==> src/rtl/spm_arb_pkg.sv <==
// Shared types and helpers for the single-port SPM arbiter.
// Holds the controller state encoding and the round-robin winner search
// used by the combinational arbiter.
package spm_arb_pkg;

    // Controller states: zero-fill the array, then serve requesters.
    typedef enum logic [0:0] {
        ST_CLEAR = 1'b0,
        ST_SERVE = 1'b1
    } arb_state_e;

    // Widest requester vector the search helper handles.
    localparam int unsigned MaxReq = 32'd32;

    // Round-robin search: scan from ptr upwards, wrapping modulo num_req, and
    // return the index of the first set bit of valid. found flags a winner;
    // with no winner the returned index is 0.
    function automatic int unsigned rr_search(
        input  logic [MaxReq-1:0] valid,
        input  int unsigned       ptr,
        input  int unsigned       num_req,
        output logic              found
    );
        int unsigned cand;
        int unsigned winner;
        found  = 1'b0;
        winner = 32'd0;
        for (int unsigned i = 32'd0; i < MaxReq; i++) begin
            if (i < num_req) begin
                cand = ptr + i;
                if (cand >= num_req) begin
                    cand = cand - num_req;
                end else begin
                    cand = cand;
                end
                if (!found && valid[cand[4:0]]) begin
                    found  = 1'b1;
                    winner = cand;
                end else begin
                    found  = found;
                end
            end else begin
                cand = 32'd0;
            end
        end
        return winner;
    endfunction

endpackage

==> src/rtl/spm_rr_arbiter.sv <==
// Purely combinational round-robin arbiter: picks the first valid requester
// at or after the pointer (wrapping) and reports it as one-hot and as index.
module spm_rr_arbiter
    import spm_arb_pkg::*;
#(
    parameter int unsigned NumReq   = 32'd2,
    parameter int unsigned IdxWidth = (NumReq > 32'd1) ? $clog2(NumReq) : 32'd1
) (
    input  logic [NumReq-1:0]   valid,
    input  logic [IdxWidth-1:0] ptr,
    output logic [NumReq-1:0]   grant,
    output logic [IdxWidth-1:0] idx,
    output logic                any_grant
);

    logic                found_s;
    logic [IdxWidth-1:0] idx_s;

    // Winner search and one-hot grant decode.
    always_comb begin
        found_s = 1'b0;
        idx_s   = IdxWidth'(rr_search(MaxReq'(valid), 32'(ptr), NumReq, found_s));
        grant   = '0;
        if (found_s) begin
            grant[idx_s] = 1'b1;
        end else begin
            grant = '0;
        end
        idx       = idx_s;
        any_grant = found_s;
    end

endmodule

==> src/rtl/spm_1p_port_arbiter.sv <==
// Shares one single-port, latency-1 SPM macro between NumReq requesters.
// After reset an optional clear phase zero-fills the array; afterwards one
// round-robin grant is issued per cycle and read data is returned to the
// granted requester exactly one cycle after its grant.
module spm_1p_port_arbiter
    import spm_arb_pkg::*;
#(
    parameter int unsigned NumReq       = 32'd2,
    parameter int unsigned NumWords     = 32'd1024,
    parameter int unsigned DataWidth    = 32'd128,
    parameter int unsigned ByteWidth    = 32'd8,
    parameter logic        ClearOnReset = 1'b1,
    localparam int unsigned AddrWidth   = (NumWords > 32'd1) ? $clog2(NumWords) : 32'd1,
    localparam int unsigned BeWidth     = (DataWidth + ByteWidth - 32'd1) / ByteWidth,
    localparam int unsigned IdxWidth    = (NumReq > 32'd1) ? $clog2(NumReq) : 32'd1
) (
    input  logic                               clk_i,
    input  logic                               rst_ni,
    input  logic [NumReq-1:0]                  req_valid_i,
    output logic [NumReq-1:0]                  req_ready_o,
    input  logic [NumReq-1:0]                  req_we_i,
    input  logic [NumReq-1:0][AddrWidth-1:0]   req_addr_i,
    input  logic [NumReq-1:0][DataWidth-1:0]   req_wdata_i,
    input  logic [NumReq-1:0][BeWidth-1:0]     req_be_i,
    output logic [NumReq-1:0]                  rsp_valid_o,
    output logic [DataWidth-1:0]               rsp_rdata_o,
    output logic                               mem_req_o,
    output logic                               mem_we_o,
    output logic [AddrWidth-1:0]               mem_addr_o,
    output logic [DataWidth-1:0]               mem_wdata_o,
    output logic [BeWidth-1:0]                 mem_be_o,
    input  logic [DataWidth-1:0]               mem_rdata_i,
    output logic                               init_busy_o
);

    localparam logic [AddrWidth-1:0] LastAddr = AddrWidth'(NumWords - 32'd1);
    localparam logic [IdxWidth-1:0]  LastIdx  = IdxWidth'(NumReq - 32'd1);

    arb_state_e          state_r;
    logic [AddrWidth-1:0] clr_cnt_r;
    logic [IdxWidth-1:0]  ptr_r;
    logic                 rd_pend_r;
    logic [IdxWidth-1:0]  rd_id_r;

    logic [NumReq-1:0]    grant_s;
    logic [IdxWidth-1:0]  win_idx_s;
    logic                 any_grant_s;
    logic                 serve_grant_s;
    logic [IdxWidth-1:0]  ptr_next_s;

    spm_rr_arbiter #(
        .NumReq   (NumReq),
        .IdxWidth (IdxWidth)
    ) u_rr_arbiter (
        .valid     (req_valid_i),
        .ptr       (ptr_r),
        .grant     (grant_s),
        .idx       (win_idx_s),
        .any_grant (any_grant_s)
    );

    // A grant only counts while serving; during clear requests are ignored.
    always_comb begin
        serve_grant_s = (state_r == ST_SERVE) && any_grant_s;
        if (win_idx_s == LastIdx) begin
            ptr_next_s = '0;
        end else begin
            ptr_next_s = win_idx_s + IdxWidth'(1);
        end
    end

    // Clear/serve controller with its clear address counter.
    always_ff @(posedge clk_i) begin
        if (!rst_ni) begin
            state_r   <= ClearOnReset ? ST_CLEAR : ST_SERVE;
            clr_cnt_r <= '0;
        end else begin
            case (state_r)
                ST_CLEAR: begin
                    if (clr_cnt_r == LastAddr) begin
                        state_r <= ST_SERVE;
                    end else begin
                        clr_cnt_r <= clr_cnt_r + AddrWidth'(1);
                    end
                end
                ST_SERVE: begin
                    state_r <= ST_SERVE;
                end
                default: begin
                    state_r   <= ST_SERVE;
                    clr_cnt_r <= '0;
                end
            endcase
        end
    end

    // Round-robin pointer: moves past the winner on every grant, holds otherwise.
    always_ff @(posedge clk_i) begin
        if (!rst_ni) begin
            ptr_r <= '0;
        end else if (serve_grant_s) begin
            ptr_r <= ptr_next_s;
        end else begin
            ptr_r <= ptr_r;
        end
    end

    // Read tracking: remember a granted read so its data can be routed next cycle.
    always_ff @(posedge clk_i) begin
        if (!rst_ni) begin
            rd_pend_r <= 1'b0;
            rd_id_r   <= '0;
        end else begin
            rd_pend_r <= serve_grant_s && !req_we_i[win_idx_s];
            rd_id_r   <= win_idx_s;
        end
    end

    // Memory port and ready mux: clear writes or the winning requester's access.
    always_comb begin
        req_ready_o = '0;
        mem_req_o   = 1'b0;
        mem_we_o    = 1'b0;
        mem_addr_o  = '0;
        mem_wdata_o = '0;
        mem_be_o    = '0;
        case (state_r)
            ST_CLEAR: begin
                mem_req_o  = 1'b1;
                mem_we_o   = 1'b1;
                mem_addr_o = clr_cnt_r;
                mem_be_o   = '1;
            end
            ST_SERVE: begin
                req_ready_o = grant_s;
                if (any_grant_s) begin
                    mem_req_o   = 1'b1;
                    mem_we_o    = req_we_i[win_idx_s];
                    mem_addr_o  = req_addr_i[win_idx_s];
                    mem_wdata_o = req_wdata_i[win_idx_s];
                    mem_be_o    = req_be_i[win_idx_s];
                end else begin
                    mem_req_o = 1'b0;
                end
            end
            default: begin
                req_ready_o = '0;
            end
        endcase
    end

    // Response routing: one-cycle pulse to the reader, data gated to zero otherwise.
    always_comb begin
        rsp_valid_o = '0;
        rsp_rdata_o = '0;
        if (rd_pend_r) begin
            rsp_valid_o[rd_id_r] = 1'b1;
            rsp_rdata_o          = mem_rdata_i;
        end else begin
            rsp_rdata_o = '0;
        end
    end

    assign init_busy_o = (state_r == ST_CLEAR);

endmodule

==> config.mk <==
export PLATFORM = sky130hd
export DESIGN_NAME = spm_1p_port_arbiter
export DESIGN_NICKNAME = d
export VERILOG_FILES = /design/src/rtl/spm_arb_pkg.sv /design/src/rtl/spm_rr_arbiter.sv /design/src/rtl/spm_1p_port_arbiter.sv
export SDC_FILE = /design/constraint.sdc
export NUM_CORES = 1
export LEC_CHECK = 0
export CAP_MARGIN = 20
export CORE_AREA = 2 2 289 291
export DETAILED_ROUTE_END_ITERATION = 12
export DIE_AREA = 0 0 291 293
export PLACE_DENSITY = 0.34
export SLEW_MARGIN = 30
export SYNTH_ARGS = -nofsm -noshare
export SYNTH_HDL_FRONTEND = slang
export SYNTH_SLANG_ARGS = --single-unit
==> constraint.sdc <==
create_clock -name clk_i -period 4.1 [get_ports clk_i]
set_clock_uncertainty 0.2 [all_clocks]
set_input_delay 0.615 -clock clk_i [delete_from_list [all_inputs] [get_ports clk_i]]
set_output_delay 0.615 -clock clk_i [all_outputs]
set_load 0.01 [all_outputs]
## After elaboration in Yosys (flattened, before gate mapping)

Index checks and enable logic that the tools add are counted.

| storage, ports and cells | value |
|---|---|
| flip-flop bits (word level) | 14 |
| input port bits | 442 |
| output and inout port bits | 289 |

| cells by class | value |
|---|---|
| add/sub/neg operators | 5 |
| order comparisons | 8 |
| equality and inequality tests | 1 |
| multiplexer cells | 39 |
| bitwise logic cells | 2 |
| reductions and logical operators | 8 |

Operators with widths:

| operator | number |
|---|---|
| 128-bit 2-to-1 mux | 5 |
| 16-bit 2-to-1 mux | 3 |
| 32-bit by 2-bit greater-or-equal comparator with 1-bit output, second input constant | 1 |
| 16-bit one-hot mux with 2 select lines | 1 |
| 10-bit 2-to-1 mux | 3 |
| 10-bit one-hot mux with 2 select lines | 1 |
| 1-bit 2-to-1 mux | 14 |
| 5-bit by 6-bit less-than comparator with 1-bit output, second input constant | 2 |
| 10-bit by 1-bit adder with 10-bit output, second input constant | 1 |
| 1-bit binary-select mux with 5-bit select | 2 |
| 10-bit == test, second input constant | 1 |
| 5-bit 2-to-1 mux | 2 |
| 2-bit 2-to-1 mux | 3 |
| 1-bit one-hot mux with 2 select lines | 3 |
| 1-bit logical AND | 5 |
| 1-bit by 2-bit less-than comparator with 1-bit output, second input constant | 2 |
| 1-bit by 2-bit subtractor with 3-bit output, second input constant | 1 |
| 2-bit by 2-bit subtractor with 3-bit output, second input constant | 1 |
| 1-bit by 1-bit adder with 2-bit output, second input constant | 1 |
| 1-bit demux with 1-bit select | 2 |
| 1-bit greater-or-equal comparator, second input constant | 2 |
| 1-bit by 2-bit greater-or-equal comparator with 1-bit output, second input constant | 1 |
| 1-bit logical NOT | 2 |
| 1-bit NOT | 2 |
| 2 further kinds | 2 |

## Logic depth before layout (Yosys ltp)

Gate-level depths: netlist (run 1).

| logic depth | value |
|---|---|
| depth in word-level cells | 14 |
| depth in mapped cells | 6 |

## By module

A second synthesis (run 1) with hierarchy kept.

| second synthesis, totals | value |
|---|---|
| cell total of the unflattened synthesis | 586 |
| area total of the unflattened synthesis | 4050.1 sq um |

Modules (own cells, without submodules):

| module | times used | cells each | area each (sq um) |
|---|---|---|---|
| spm_1p_port_arbiter | 1 | 581 | 4017.6 |
| spm_rr_arbiter | 1 | 5 | 32.5 |

## Least setup slack after synthesis (run 1)

Ideal clock, no wire load.

| timing path | value |
|---|---|
| path type | input to output |
| start point | input req_valid_i[1] |
| end point | output mem_be_o[10] |
| data arrival time | 1.569 ns |
| data required time | 3.285 ns |
| setup slack | 1.716 ns |
| stages on the path | 6 |
| cells stage by stage | buf_2 > or2_2 > clkbuf_1 > buf_2 > nand3_1 > nand3_1 |

| between the ends | value |
|---|---|
| word-level cells in the longest chain between the ends | 10 |
| elaborated cells on any way between the ends | 14 |

Ends and longest elaborated chain:

| item | RTL line | text |
|---|---|---|
| start: declaration | spm_1p_port_arbiter.sv:19 | `input logic [NumReq-1:0] req_valid_i,` |
| 1-bit binary-select mux with 5-bit select | spm_arb_pkg.sv:36 | `if (!found && valid[cand[4:0]]) begin` |
| 1-bit 2-to-1 mux (not written as such) | spm_arb_pkg.sv:36 |  |
| 1-bit 2-to-1 mux | spm_arb_pkg.sv:36 |  |
| 1-bit logical NOT | spm_arb_pkg.sv:36 |  |
| 1-bit logical AND | spm_arb_pkg.sv:36 |  |
| 1-bit 2-to-1 mux | spm_arb_pkg.sv:36 |  |
| 16-bit 2-to-1 mux (not written as such) (2 in series) | spm_1p_port_arbiter.sv:141 | `mem_be_o = req_be_i[win_idx_s];` |
| 16-bit 2-to-1 mux (*) | spm_1p_port_arbiter.sv:136 | `if (any_grant_s) begin` |
| 16-bit one-hot mux with 2 select lines (*) | spm_1p_port_arbiter.sv:127 | `case (state_r)` |
| end: declaration | spm_1p_port_arbiter.sv:31 | `output logic [BeWidth-1:0] mem_be_o,` |

Every way passes the cells marked *; elsewhere a longest branch is shown, timed or not. The select of a mux whose other input is x is not followed.

## Worst setup path after layout (run 1)

| timing path | value |
|---|---|
| start point | input req_valid_i[0] |
| end point | output mem_wdata_o[24] |

| between the ends | value |
|---|---|
| word-level cells in the longest chain between the ends | 10 |
| elaborated cells on any way between the ends | 14 |

Ends and longest elaborated chain:

| item | RTL line | text |
|---|---|---|
| 1-bit binary-select mux with 5-bit select | spm_arb_pkg.sv:36 |  |
| 1-bit 2-to-1 mux (not written as such) | spm_arb_pkg.sv:36 |  |
| 1-bit 2-to-1 mux | spm_arb_pkg.sv:36 |  |
| 1-bit logical NOT | spm_arb_pkg.sv:36 |  |
| 1-bit logical AND | spm_arb_pkg.sv:36 |  |
| 1-bit 2-to-1 mux | spm_arb_pkg.sv:36 |  |
| 128-bit 2-to-1 mux (not written as such) (2 in series) | spm_1p_port_arbiter.sv:140 | `mem_wdata_o = req_wdata_i[win_idx_s];` |
| 128-bit 2-to-1 mux (*) | spm_1p_port_arbiter.sv:136 |  |
| 128-bit 2-to-1 mux (*) | spm_1p_port_arbiter.sv:127 |  |
| end: declaration | spm_1p_port_arbiter.sv:30 | `output logic [DataWidth-1:0] mem_wdata_o,` |

Marked as above.

==> results of run 1 <==
==> layout by cell type (no fill, tap or decap), drive strengths merged, types with 3 or more instances in the layout <==
cell and instances:
nor2 21, nor2b 4, buf 22, clkdlybuf4s50 730
nand2b 3, and2 135, xor2 4, dfxtp 14
clkbuf 4, nand2 27, nand4 3, diode 5
nand3 37, o21ai 4, a221oi 9, a22o 128
==> critical path, cell delays in order <==
cell and delay [ps]:
clkdlybuf4s50_1 560, nand2_1 130, a21oi_4 150, buf_12 230, buf_12 260, a22o_1 190
clkdlybuf4s50_1 580
==> final cells by class <==
| cell class | count | area (um^2) |
|---|---|---|
| Tap cell | 1070 | 1340 |
| Fill cell | 9330 | 69800 |
| Antenna cell | 5 | 12.5 |
| Sequential cell | 14 | 284 |
| Clock buffer | 4 | 88.8 |
| Multi-Input combinational cell | 398 | 2770 |
| Timing Repair Buffer | 752 | 7530 |
| Inverter | 2 | 7.51 |
==> state kept, by name, indices dropped and copies added, names as in the netlist <==
register	flops
clr_cnt_r	10
ptr_r	1
rd_id_r	1
rd_pend_r	1
state_r	1
==> stage by stage <==
| stage | utilization | cells |
|---|---|---|
| floorplan | - | 471 |
| global placement | 0.146 | 2236 |
| detailed placement | 0.146 | 2236 |
| CTS | 0.147 | 2240 |
| global route | 0.147 | 2240 |
| finish | 0.147 | 2245 |
==> power by group <==
| part | internal, mW | switching, mW | leakage [nW] | total [mW] |
|---|---|---|---|---|
| clock network | 0.149 | 0.0695 | 0.0442 | 0.218 |
| logic | 0.385 | 0.125 | 3.95 | 0.510 |
| registers | 0.139 | 0.00497 | 0.114 | 0.143 |
| total | 0.672 | 0.199 | 4.11 | 0.871 |
==> metal layers <==
layer / share of wire / vias up / global-route usage
li1: - / 3139 / -
met1: 0.41 / 3238 / 0.146
met2: 0.49 / 425 / 0.216
met3: 0.095 / 30 / 0.0495
met4: 0.0026 / 20 / 0.00417
met5: 0.0024 / - / 0
==> kinds of logic (layout without fill, tap and decap cells) <==
kind of cell               Yosys count  in the layout  share of synthesized area
muxes                                2              2                    0.00608
and+or+nand+nor                    238            238                      0.404
adders and majority gates            1              1                    0.00380
other                                0              5                          0
DFF                                 14             14                     0.0851
buffers and inverters               59            758                     0.0809
AOI/OAI and AO/OA                  153            153                      0.409
xor gates and xnor gates             4              4                     0.0106
==> synthesized netlist by cell type, drive strengths merged <==
library cell	count
and2	135
a22o	128
nand3	37
buf	31
nand2	27
clkbuf	26
nor2	21
dfxtp	14
a221oi	9
nor2b	4
o21ai	4
xor2	4
nand2b	3
nand4	3
a31oi	2
and3	2
and4	2
mux2i	2
nor4	2
o211ai	2
a2111oi	1
a21boi	1
a21oi	1
a221o	1
a311oi	1
a41oi	1
clkinv	1
ha	1
inv	1
nor3	1
o211a	1
o41ai	1
or2	1
==> how the worst max path moves through the flow <==
stage,startpoint,end,slack [ps],cells after the start
2_1_floorplan,req_valid_i[1],mem_be_o[10],1720,6
3_3_place_gp,req_valid_i[0],mem_wdata_o[104],460,7
3_5_place_dp,req_valid_i[0],mem_wdata_o[107],440,7
4_1_cts,req_valid_i[0],mem_wdata_o[53],430,7
5_1_grt,req_valid_i[0],mem_wdata_o[107],340,7
6_report,req_valid_i[0],mem_wdata_o[24],450,7
==> reports/qor.yml, run 1 <==
min_path:
  hp-class: "flip-flop to flip-flop"
  hold_path_startpoint: "clr_cnt_r[4]$_SDFFE_PN0P_"
  min_delay_worst_endpoint: "clr_cnt_r[4]$_SDFFE_PN0P_"
  hold-path-cell-count: 1
pwr:
  vdd_drop_max_mv: 0.113
  leakage_nw: 4.11
  power_mw: 0.871
  powerDensity_mw_per_mm2: 72.4
clocking:
  post-cts-setup-buffers: 0
  cts_tree: "done"
  clk_pin_slew_ps: 50
  cts-root-buf: "clkbuf_16"
  cts_max_path_buffers: 2
  ctsHoldBuffers: 0
  htree_levels: 1
  cts-resized-gates: 0
  clock_latency_ps: 250
  cts_made_buffers: 3
  clock_sinks: 14
global_routing:
  grt_pass1_wl_um: 70800
  grtUsageTotal: 0.122
  grt_max_degree: 81
  first_global_vias: 7213
  overflow: 0
  grt_antenna_before_repair: 18
outcome:
  outcome: "complete, no violations"
timing:
  tns_ps: 0
  rsz0062_at_grt: "no"
  fmax_ghz: 0.274
  maxSlewViolCount: 0
  fin_crit_ps: 3650
  fin_ws_ps: 449
  fin_crit_sh: 0.890
  finalHoldViolations: 0
  hold_slack_ps: 308
  setup_violations: 0
  slew_headroom: 0.451
  worst_slew_pin_slew_ps: 823
synth:
  syn_area_mm2: 0.00329
  synth_seq_cells: 14
  yosys_warnings: 0
  syn_inst: 471
  synth_seq_area_share: 0.0851
  synth_top_area_cell: "a22o_1"
  syn_area_per_cell_um2: 6.99
  syn_nets: 914
  yosys.cell_types.count: 35
  yosysTopAreaCellShare: 0.340
  synth_area_leaders: "a22o_1, and2_1, dfxtp_1"
cells_and_area:
  area_growth_pct: 265
  nets: 1614
  stdcell_area_mm2: 0.0120
  drive_above_1_share: 0.0291
die:
  num_io_pins: 731
  core_mm2: 0.0818
  start_util: 0.0403
  fp.dieW_um: 291
  die_area_mm2: 0.0853
  die_h_um: 293
  rows: 105
routing:
  ant_nets: 0
  drc: 0
  vias: 6852
  wl_per_cell_um: 24.8
  dr.pass1.iters: 4
  viasPerCell: 3.05
  wirelength_um: 55700
  drtIter0Drc: 210
critical_path:
  start_kind: "primary input"
  r2r_cells: 4
  r2r_end: "clr_cnt_r[0]$_SDFFE_PN0P_"
  crit_type: "primary input to output port"
  worstPathRequired_ps: 3280
  worstPathArrival_ps: 2840
  timing.rr.start: "clr_cnt_r[7]$_SDFFE_PN0P_"
  endpoint_kind: "output port"
  worst-r2r-setup-slack_ps: 2260
  worst-path-max-fanout: 45
placement:
  gp_congestion: 0.896
  port_buffers: 730
  place_ws_ps: 436
  place_area_mm2: 0.0119
  dpl.hpwl_um: 50100
run:
  drv_cap: 0
Note: power is estimated with default switching activity, not from simulation.
==> run 2, diff against run 1 <==
- CTS_CLUSTER_SIZE: unset -> 30
==> results of run 2 <==
Final layout, timing and power as in run 1 (identical DEF).
==> run 3, diff against run 2 <==
- CORE_AREA: 2 2 289 291 -> 2 2 281 283
- DIE_AREA: 0 0 291 293 -> 0 0 283 285
- PLACE_DENSITY: 0.34 -> 0.36
- SYNTH_HIERARCHICAL: unset -> 1
==> run 3 against run 2 <==
Net effect:
- power up 24%
- combinational power up 39%
- final area up 5.8%
- core utilization up 1.6 points
- sequential power up 12%
- sequential share of layout area down 0.12 points
- clock-buffer cell count unchanged
- flip-flop and latch count unchanged
- worst hold slack better by 34 ps
- die area down 5.4%
- critical endpoint is now mem_wdata_o[43]
- largest cell class unchanged
- largest power group unchanged
==> reports/qor.yml, run 3 <==
outcome:
  outcome: "complete, no violations"
synth:
  synth_seq_cells: 14  # unchanged
  synth-async-reset-ratio: 0  # unchanged
  yosys.cell_types.count: 42  # +20%
  yosys_most_used_dff: "dfxtp_1"
  syn_inst: 586  # +24%
  syn_area_mm2: 0.00405  # +23%
  yosys_warnings: 6  # +6
  syn_area_per_cell_um2: 6.91  # -1.2%
  yosysTopAreaCellShare: 0.383  # +0.0428
  yosysMostFrequentCell: "mux2i_1"
  synth_common_cells: "mux2i_1, and2_1, nor2_1, clkbuf_1, o21ai_0"
  synth_seq_area_share: 0.0692  # -0.0159
  synth_edf_count: 0  # unchanged
  syn_nets: 1029  # +13%
  synth_top_area_cell: "mux2i_1"
  synth_area_leaders: "mux2i_1, and2_1, nor2_1"
critical_path:
  cpLargestDelayFamily: "buffers and inverters"
  endpoint_kind: "output port"
  slowest_delay_ps: 530  # -50 ps
  r2r_cells: 4  # unchanged
  worst-path-max-fanout: 46  # +2.2%
  worst-path-buf-inv: 4  # unchanged
  path_cells: "clkdlybuf4s50_1, a21boi_4, buf_12, buf_4, mux2i_1, nor2_1, clkdlybuf4s50_1"
  cp_num_cells: 7  # unchanged
  r2r_end: "clr_cnt_r[5]$_SDFFE_PN0P_"
  start_kind: "primary input"
  timing.rr.start: "state_r$_SDFF_PN0_"
  worstPathArrival_ps: 2910  # +70 ps
  crit_top_cell: "clkdlybuf4s50_1"
  worstPathRequired_ps: 3280  # about the same
  crit_type: "primary input to output port"
  worst-r2r-setup-slack_ps: 2180  # -80 ps
  slowest_stage: "clkdlybuf4s50_1"
cells_and_area:
  largest-register: "clr_cnt_r"
  area_growth_pct: 214
  largest_reg_flops: 10  # unchanged
  utilization: 0.163  # +0.0162
  most-common-layout-cells: "clkdlybuf4s50_1, mux2i_1, and2_1, nor2_1, buf_4"
  nFillCells: 8821  # -5.5%
  drive_above_1_share: 0.0287  # -0.000333
  fin_cells: 2348  # +4.6%
  nets: 1732  # +7.3%
  final_common_cell: "clkdlybuf4s50_1"
die:
  start_util: 0.0519  # +0.0117
  num_io_pins: 731  # unchanged
  fp.dieW_um: 283  # -2.7%
  core_mm2: 0.0780  # -4.7%
  rows: 103  # -1.9%
  die_h_um: 285  # -2.7%
  die_area_mm2: 0.0807  # -5.4%
clocking:
  cts-resized-gates: 0  # unchanged
  ctsHoldBuffers: 0  # unchanged
  htree_levels: 1  # unchanged
  cts_made_buffers: 3  # unchanged
  cts-root-buf: "clkbuf_16"
  cts_max_path_buffers: 2  # unchanged
  clock_sinks: 14  # unchanged
  clk_pin_slew_ps: 50  # about the same
  cts_tree: "done"
  post-cts-setup-buffers: 0  # unchanged
  clock_latency_ps: 250  # about the same
global_routing:
  grtUsageTotal: 0.115  # -0.00694
  overflow: 0  # unchanged
  grt_antenna_before_repair: 15  # -3
  grt_pass1_wl_um: 65900  # -7.0%
  grt_max_degree: 91  # +12%
  first_global_vias: 7814  # +8.3%
routing:
  wl_met2_um: 24300  # -11%
  vias: 7350  # +7.3%
  drtIter0Drc: 223  # +6.2%
  met1Wirelength_um: 19900  # -13%
  wl_per_cell_um: 21.1  # -15%
  drc: 0  # unchanged
  wirelength_um: 49400  # -11%
  dr.pass1.iters: 4  # unchanged
  ant_nets: 0  # unchanged
  viasPerCell: 3.13  # +2.6%
  dr_wl_met3_um: 4430  # -16%
  routed.top_layer: "met5"
min_path:
  hold-path-cell-count: 2  # +1
  hold_path_startpoint: "clr_cnt_r[4]$_SDFFE_PN0P_"
  min_delay_worst_endpoint: "clr_cnt_r[4]$_SDFFE_PN0P_"
  hp-class: "flip-flop to flip-flop"
timing:
  slew_headroom: 0.453  # +0.00157
  worst_slew_pin_slew_ps: 821  # -2.35 ps
  hold_slack_ps: 341  # +33.9 ps
  rsz0062_at_grt: "no"
  setup_violations: 0  # unchanged
  tns_ps: 0  # unchanged
  fmax_ghz: 0.268  # -2.1%
  fin_ws_ps: 372  # -77.1 ps
  fin_crit_ps: 3730  # +77.1 ps
  maxSlewViolCount: 0  # unchanged
  fin_crit_sh: 0.909  # +0.0188
  finalHoldViolations: 0  # unchanged
placement:
  dpl.hpwl_um: 44100  # -12%
  dp.cells: 2334  # +4.4%
  place_ws_ps: 389  # -47.8 ps
  port_buffers: 730  # unchanged
  gp_congestion: 0.893  # -0.31%
pwr:
  powerDensity_mw_per_mm2: 85.1  # +18%
  leakage_nw: 4.38  # +6.6%
  vdd_drop_max_mv: 0.142  # +25%
run:
  drv_cap: 0  # unchanged
run 3: worst register-to-register path: stages, from the launching register on:
cell and delay [ps]:
dfxtp_2 380, buf_4 430, and4b_1 390, a31o_2 290
o211a_1 120
run 3: cell type report:
class | count | area, um^2 | share of cell area
Timing Repair Buffer | 754 | 7520 | 0.591
Tap cell | 1050 | 1310 | 0.103
Clock buffer | 4 | 88.8 | 0.00698
Sequential cell | 14 | 285 | 0.0224
Antenna cell | 10 | 25.0 | 0.00197
Inverter | 11 | 41.3 | 0.00324
Multi-Input combinational cell | 505 | 3450 | 0.271
run 3: worst max path at each step:
stage,startpoint,endpoint,slack [ps]
floorplan,req_valid_i[1],mem_addr_o[0],1710
global placement,req_valid_i[0],mem_be_o[9],370
detailed placement,req_valid_i[1],mem_be_o[13],390
CTS,req_valid_i[1],mem_be_o[13],370
global route,req_valid_i[1],mem_addr_o[1],270
finish,req_valid_i[1],mem_wdata_o[43],370
run 3: logic make-up after synthesis:
family                   after synthesis  share of synthesized area
AND/OR/NAND/NOR                      298                      0.375
multiplexers                         156                      0.386
buffers and inverters                 67                     0.0837
AO/OA/AOI/OAI                         50                     0.0828
flip-flops                            14                     0.0692
adder cells (fa/ha/maj)                1                    0.00309
run 3: metal layers:
layer,GRT usage,vias to the layer above
met3,0.0381,38
met1,0.137,3433
met4,0.0165,14
met5,0,-
li1,-,3391
met2,0.206,474
run 3: report_power, final:
part	internal (mW)	leakage, nW	switching (mW)	total (mW)
registers	0.146	0.115	0.0140	0.160
clock network	0.148	0.0442	0.0669	0.215
logic	0.490	4.22	0.218	0.708
run 3: stage by stage:
stage	total power, mW	cell area (um^2)
CTS	1.10	12700
floorplan	0.351	4050
finish	1.08	12700
detailed placement	0.878	12600
global placement	0.872	12600
global route	1.15	12700
